[config.mk]
export PLATFORM = sky130hd
export DESIGN_NAME = multicycle_controller
export DESIGN_NICKNAME = d
export VERILOG_FILES = /design/src/rtl/multicycle_controller.sv
export SDC_FILE = /design/constraint.sdc
export NUM_CORES = 1
export LEC_CHECK = 0
export BUFFER_PORTS_ARGS = -buffer_cell sky130_fd_sc_hd__buf_2
export CORE_MARGIN = 4
export CORE_UTILIZATION = 50
export DETAILED_ROUTE_END_ITERATION = 16
export PLACE_DENSITY_LB_ADDON = 0.15
export SYNTH_ARGS = -nofsm -noshare
export SYNTH_HDL_FRONTEND = slang
export SYNTH_SLANG_ARGS = --single-unit
export TNS_END_PERCENT = 1
[constraint.sdc]
create_clock -name clk -period 2.7 [get_ports clk]
set_input_delay 0.54 -clock clk [delete_from_list [all_inputs] [get_ports clk]]
set_output_delay 0.54 -clock clk [all_outputs]
set_load 0.05 [all_outputs]
[src/rtl/multicycle_controller.sv]
// Multicycle RISC-V style control FSM: sequences fetch/decode/execute/memory/writeback
// and produces datapath enables, with debug visibility of the current state.
module multicycle_controller #(
    parameter bit ILLEGAL_HALT = 1'b1
) (
    input  logic       clk,
    input  logic       rst_n,
    input  logic [6:0] op,
    input  logic       zero,
    input  logic       mem_ready,
    output logic       mem_req,
    output logic       pc_write,
    output logic       ir_write,
    output logic       adr_src,
    output logic       mem_write,
    output logic       reg_write,
    output logic [1:0] alu_src_a,
    output logic [1:0] alu_src_b,
    output logic [1:0] result_src,
    output logic [1:0] alu_op,
    output logic [1:0] imm_src,
    output logic       retire,
    output logic       halted,
    output logic [3:0] state
);

    typedef enum logic [3:0] {
        FETCH    = 4'd0,
        DECODE   = 4'd1,
        MEMADR   = 4'd2,
        MEMREAD  = 4'd3,
        MEMWB    = 4'd4,
        MEMWRITE = 4'd5,
        EXECUTER = 4'd6,
        EXECUTEI = 4'd7,
        ALUWB    = 4'd8,
        BEQ      = 4'd9,
        JAL      = 4'd10,
        HALT     = 4'd11
    } state_t;

    localparam logic [6:0] OP_LW  = 7'd3;
    localparam logic [6:0] OP_SW  = 7'd35;
    localparam logic [6:0] OP_R   = 7'd51;
    localparam logic [6:0] OP_I   = 7'd19;
    localparam logic [6:0] OP_BEQ = 7'd99;
    localparam logic [6:0] OP_JAL = 7'd111;

    localparam int unsigned OUT_W = 16;
    // Moore output word for FETCH, loaded while reset is held
    localparam logic [OUT_W-1:0] FETCH_OUTS = {1'b1, 7'b0, 2'b00, 2'b10, 2'b10, 2'b00};

    state_t state_q;
    state_t state_d;
    logic [OUT_W-1:0] moore_d;
    logic [OUT_W-1:0] moore_q;

    logic       m_mem_req, m_adr_src, m_mem_write, m_reg_write;
    logic       m_retire, m_halted, m_pc_update, m_branch;
    logic [1:0] m_alu_src_a, m_alu_src_b, m_result_src, m_alu_op;

    logic       q_retire, q_pc_update, q_branch;

    // Next-state selection
    always_comb begin
        state_d = state_q;
        case (state_q)
            FETCH:    if (mem_ready) state_d = DECODE;
            DECODE: begin
                case (op)
                    OP_LW, OP_SW: state_d = MEMADR;
                    OP_R:         state_d = EXECUTER;
                    OP_I:         state_d = EXECUTEI;
                    OP_BEQ:       state_d = BEQ;
                    OP_JAL:       state_d = JAL;
                    default:      state_d = ILLEGAL_HALT ? HALT : FETCH;
                endcase
            end
            MEMADR:   state_d = (op == OP_LW) ? MEMREAD : MEMWRITE;
            MEMREAD:  if (mem_ready) state_d = MEMWB;
            MEMWB:    state_d = FETCH;
            MEMWRITE: if (mem_ready) state_d = FETCH;
            EXECUTER: state_d = ALUWB;
            EXECUTEI: state_d = ALUWB;
            ALUWB:    state_d = FETCH;
            BEQ:      state_d = FETCH;
            JAL:      state_d = ALUWB;
            HALT:     state_d = HALT;
            default:  state_d = FETCH;
        endcase
    end

    // Moore outputs decoded from the upcoming state so they register alongside it
    always_comb begin
        m_mem_req    = 1'b0;
        m_adr_src    = 1'b0;
        m_mem_write  = 1'b0;
        m_reg_write  = 1'b0;
        m_retire     = 1'b0;
        m_halted     = 1'b0;
        m_pc_update  = 1'b0;
        m_branch     = 1'b0;
        m_alu_src_a  = 2'b00;
        m_alu_src_b  = 2'b00;
        m_result_src = 2'b00;
        m_alu_op     = 2'b00;
        case (state_d)
            FETCH: begin
                m_mem_req    = 1'b1;
                m_alu_src_b  = 2'b10;
                m_result_src = 2'b10;
            end
            DECODE: begin
                m_alu_src_a = 2'b01;
                m_alu_src_b = 2'b01;
            end
            MEMADR: begin
                m_alu_src_a = 2'b10;
                m_alu_src_b = 2'b01;
            end
            MEMREAD: begin
                m_mem_req = 1'b1;
                m_adr_src = 1'b1;
            end
            MEMWB: begin
                m_result_src = 2'b01;
                m_reg_write  = 1'b1;
                m_retire     = 1'b1;
            end
            MEMWRITE: begin
                m_mem_req   = 1'b1;
                m_adr_src   = 1'b1;
                m_mem_write = 1'b1;
            end
            EXECUTER: begin
                m_alu_src_a = 2'b10;
                m_alu_op    = 2'b10;
            end
            EXECUTEI: begin
                m_alu_src_a = 2'b10;
                m_alu_src_b = 2'b01;
                m_alu_op    = 2'b10;
            end
            ALUWB: begin
                m_reg_write = 1'b1;
                m_retire    = 1'b1;
            end
            BEQ: begin
                m_alu_src_a = 2'b10;
                m_alu_op    = 2'b01;
                m_branch    = 1'b1;
                m_retire    = 1'b1;
            end
            JAL: begin
                m_alu_src_a = 2'b01;
                m_alu_src_b = 2'b10;
                m_pc_update = 1'b1;
            end
            HALT:    m_halted = 1'b1;
            default: ;
        endcase
        moore_d = {m_mem_req, m_adr_src, m_mem_write, m_reg_write, m_retire, m_halted,
                   m_pc_update, m_branch, m_alu_src_a, m_alu_src_b, m_result_src, m_alu_op};
    end

    always_ff @(posedge clk or negedge rst_n) begin
        if (!rst_n) begin
            state_q <= FETCH;
            moore_q <= FETCH_OUTS;
        end else begin
            state_q <= state_d;
            moore_q <= moore_d;
        end
    end

    assign {mem_req, adr_src, mem_write, reg_write, q_retire, halted,
            q_pc_update, q_branch, alu_src_a, alu_src_b, result_src, alu_op} = moore_q;

    // Handshake-dependent terms complete the same cycle memory responds
    assign ir_write = (state_q == FETCH) && mem_ready;
    assign pc_write = q_pc_update || ir_write || (q_branch && zero);
    assign retire   = q_retire || ((state_q == MEMWRITE) && mem_ready);
    assign state    = state_q;

    always_comb begin
        case (op)
            OP_LW, OP_I: imm_src = 2'b00;
            OP_SW:       imm_src = 2'b01;
            OP_BEQ:      imm_src = 2'b10;
            OP_JAL:      imm_src = 2'b11;
            default:     imm_src = 2'b00;
        endcase
    end

endmodule

* Word level (Yosys, flattened, before mapping)
Index checks and enable logic that the tools add are counted.
Storage, ports and cells: logic and storage cells 65, register bits 20, input port bits 11, output and inout port bits 22
Operators by class: reductions and logical operators 19, mux-type cells 19, eq/ne operators 25
Operators with widths (number):
- 4-bit by 3-bit == test with 1-bit output (second input constant) | 7
- 4-bit one-hot mux with 7 select lines | 1
- 4-bit == test (second input constant) | 6
- 4-bit one-hot mux with 5 select lines | 1
- 4-bit by 2-bit == test with 1-bit output (second input constant) | 4
- 2-bit one-hot mux with 2 select lines | 4
- 7-bit by 6-bit == test with 1-bit output (second input constant) | 2
- 7-bit == test (second input constant) | 2
- 4-bit two-way mux | 3
- 2-bit OR reduction | 6
- 3-bit OR reduction | 4
- 4-bit by 1-bit == test with 1-bit output (second input constant) | 2
- 4-bit logical NOT | 2
- 1-bit two-way mux | 8
- 7-bit by 2-bit == test with 1-bit output (second input constant) | 1
- 7-bit by 5-bit == test with 1-bit output (second input constant) | 1
- 2-bit one-hot mux with 3 select lines | 1
- 4-bit OR reduction | 1
- 1-bit logical AND | 3
- 1-bit logical OR | 3
- 3-bit two-way mux | 1

* Logic depth before layout (Yosys ltp)
word-level depth 7, depth in mapped cells 8

* Worst setup path before layout
Ideal clock, no wire load.
path type register to output, start register state_q[0], in the netlist state[0], end output port retire, setup slack -0.069 ns, cell stages (with the launch flop) 5, buffers on the path 1, required time 2.160 ns, data arrival time 2.229 ns, cell sequence dfrtp_1 buf_2 inv_1 or4b_1 o21bai_1
Between the ends: word-level cells in the longest chain between the ends 3
RTL lines:
- start: declaration | RTL line 53 | state_t state_q;
- start signal: assignment | RTL line 171 | state_q <= state_d;
- 4-bit by 3-bit == test with 1-bit output | RTL line 182 | assign retire = q_retire || ((state_q == MEMWRITE) && mem_ready);
- 1-bit logical AND | RTL line 182
- 1-bit logical OR | RTL line 182
- end: declaration | RTL line 22 | output logic retire,
Every way passes these cells.

* Final worst setup path
Ends and elaborated chain as after synthesis.

==> metrics.md <==
| Metric | Value |
|---|---|
| Crit-path max FO | `11` |
| Tmin final | `2.50 ns` |
| Fill cells | `184` |
| DP HPWL | `1600 um` |
| Port Buffers | `32` |
| Routed len/inst | `13.6 um` |
| Final Cycle Share | `92.5%` |
| Max-slew violations | `0` |
| EDFF count, synth | `0` |
| Row cnt | `16` |
| IO Count | `33` |
| Multi-input logic area | `492 um^2` |
| Share of post-route cells with drive strength above 1 | `40.0%` |
| ANT nets after route | `0` |
| Status | `complete, no violations` |
| CTS Hold Buffers Added | `0` |
| Vias in the first global route | `786` |
| Gp weighted congestion | `0.804` |
| Die width | `54.3 um` |
| RSZ-0062 raised after global routing | `false` |
| Core Box Area | `2000 um^2` |
| Async SR Flop Fraction | `100%` |
| Final WL | `2130 um` |
| DR pass1 iterations | `4` |
| Residual DRC | `0` |
| Required time of the critical path | `2.16 ns` |
| H-tree depth | `1` |
| Synth Net Count | `116` |
| Worst r2r path cells | `7` |
| First-pass GRT wire length | `3550 um` |
| Final setup viols | `0` |
| Initial antenna violation count | `0` |
| CP Class | `reg2out` |
| Worst IR Drop VDD | `0.799 mV` |
| Synth Instances | `105` |
| Max-cap check violation count | `0` |
| Die footprint | `2940 um^2` |
| Post-synthesis sequential area ratio | `44.8%` |
| Seq. cell area | `479 um^2` |
| Inserted Clock Buffers | `3` |
| Net count, final | `142` |
| Max transition margin | `61.4%` |
| Number of diodes | `0` |
| Initial Util | `53.4%` |
| CTS max path bufs | `2` |
| Critical Path Source Type | `flip-flop` |
| Hold Violations, Final | `0` |
| Top_reg_cell synth | `dfrtp_1` |
| GRT Util Overall | `16.7%` |
| HP Class | `in2async` |
| CTS tree | `done` |
| Max Fclk | `401 MHz` |
| Mapped Area | `1070 um^2` |
| Worst Setup End Kind | `output pin` |
| Syn_area_per_cell | `10.2 um^2` |
| Grt total ovfl | `0` |
| DR iter-0 viols | `14` |
| PD cells | `1370 nW/um^2` |
| Skew-Pair Late Insertion Delay | `0.30 ns` |
| Area delta synth->final | `14.6%` |
| Final Skew | `0.00702 ns` |
| Final Core Density | `61.3%` |
| Clock sinks | `19` |
| Slew of the pin with the lowest slew margin | `0.571 ns` |
| Lkg Pwr | `0.648 nW` |
| CTS clock-pin slew for the worst setup and hold paths | `0.12 ns` |
| PostCTS Resize Cnt | `0` |
| Vias | `844` |
| Yosys Warn Count | `0` |
| Root buffer cell | `clkbuf_4` |
| Vias per cell | `5.38` |
| Setup TNS | `0 ns` |
| Die Y-Extent | `54.3 um` |
| #FFs+latches synth | `19` |
| Yosys cell types | `41` |
| Largest net degree at the start of global routing | `20` |
| Setup repair bufs after CTS | `0` |
| Crit path DAT | `1.96 ns` |
registers in the layout (all words and copies together) (netlist names):
name / flops
moore_q: 15
state: 4
cell families (layout without fill, tap and decap cells):
kind of cell	count (synthesis)	after routing	synth area share, %
buffers and inverters	19	44	9.59
flip-flops	19	19	44.8
AND/OR/NAND/NOR	44	44	27.5
multiplexers	1	1	1.05
AO/OA/AOI/OAI	19	19	14.6
XOR/XNOR	3	3	2.46
Yosys cell counts, types with 2 or more instances:
library cell / instances / area (um^2)
buf_4: 8 / 60.1
nand3b_1: 2 / 15.0
xnor2_1: 2 / 17.5
nand3_1: 2 / 10.0
inv_1: 5 / 18.8
inv_2: 2 / 7.51
o21ai_1: 2 / 10.0
a21oi_1: 3 / 15.0
dfstp_2: 3 / 78.8
nor2_1: 7 / 26.3
o31a_1: 3 / 26.3
dfrtp_1: 16 / 400
o21a_1: 2 / 15.0
nand2b_1: 4 / 25.0
and3_1: 4 / 25.0
nor3_1: 4 / 20.0
nand2_1: 8 / 30.0
nor4b_2: 2 / 30.0
clkbuf_1: 3 / 11.3
or4b_1: 2 / 20.0
per-layer routing:
metal	global-route usage, %	wire length, um
met1	22.3	980
met2	27.3	1030
met3	4.09	105
met4	3.73	19
met5	0	0
critical path: stages (launching register included):
cell,delay [ns]
dfrtp_1,0.56
inv_1,0.13
or4b_1,0.58
o21bai_2,0.12
buf_2,0.27
report_power, final:
part | leakage (nW) | total, mW | internal, mW | switching [mW]
clock | 0.0177 | 0.148 | 0.0552 | 0.0932
sequential | 0.245 | 0.498 | 0.400 | 0.0987
combinational | 0.385 | 1.03 | 0.315 | 0.717
total | 0.648 | 1.68 | 0.770 | 0.909
metrics by stage:
step                setup slack, ns  hold WS [ns]  power (mW)  instances  instance area, um^2
finish                        0.203         0.145        1.68        157                 1230
global route                 0.0861         0.158        1.80        157                 1230
CTS                           0.200         0.156        1.69        157                 1230
detailed placement            0.269         0.496        1.54        153                 1200
global placement              0.322         0.487        1.52        153                 1200
floorplan                     0.211         0.244        1.38        105                 1070
final cells by class:
type | instances | share of cell area, %
clock buffer | 3 | 1.84
clock inverter | 1 | 0.408
inverter | 7 | 2.14
multi-input combinational | 67 | 40.1
sequential | 19 | 39.1
tap | 27 | 2.76
timing repair buffer | 33 | 13.7
cell usage in the layout (no fill, tap or decap), drive strengths merged, types with 4 or more instances in the layout:
cell type	netlist	routed
dfrtp	16	16
nor3	5	5
and3	4	4
nand2	8	8
buf	9	33
nand2b	4	4
nor2	7	7
inv	7	7
path summary, 6_finish.rpt:
check / from / slack, ns / end
max in group asynchronous: rst_n / 2.22 / moore_q[5]
min in group clk: op[6] / 0.51 / moore_q[1]
worst min-delay path: rst_n / 0.15 / moore_q[2]
worst max register to register: state[3] / 0.43 / moore_q[14]
worst min register to register: state[0] / 0.70 / moore_q[2]
worst max-delay path: state[0] / 0.20 / retire
(Power assumes the default switching activity.)
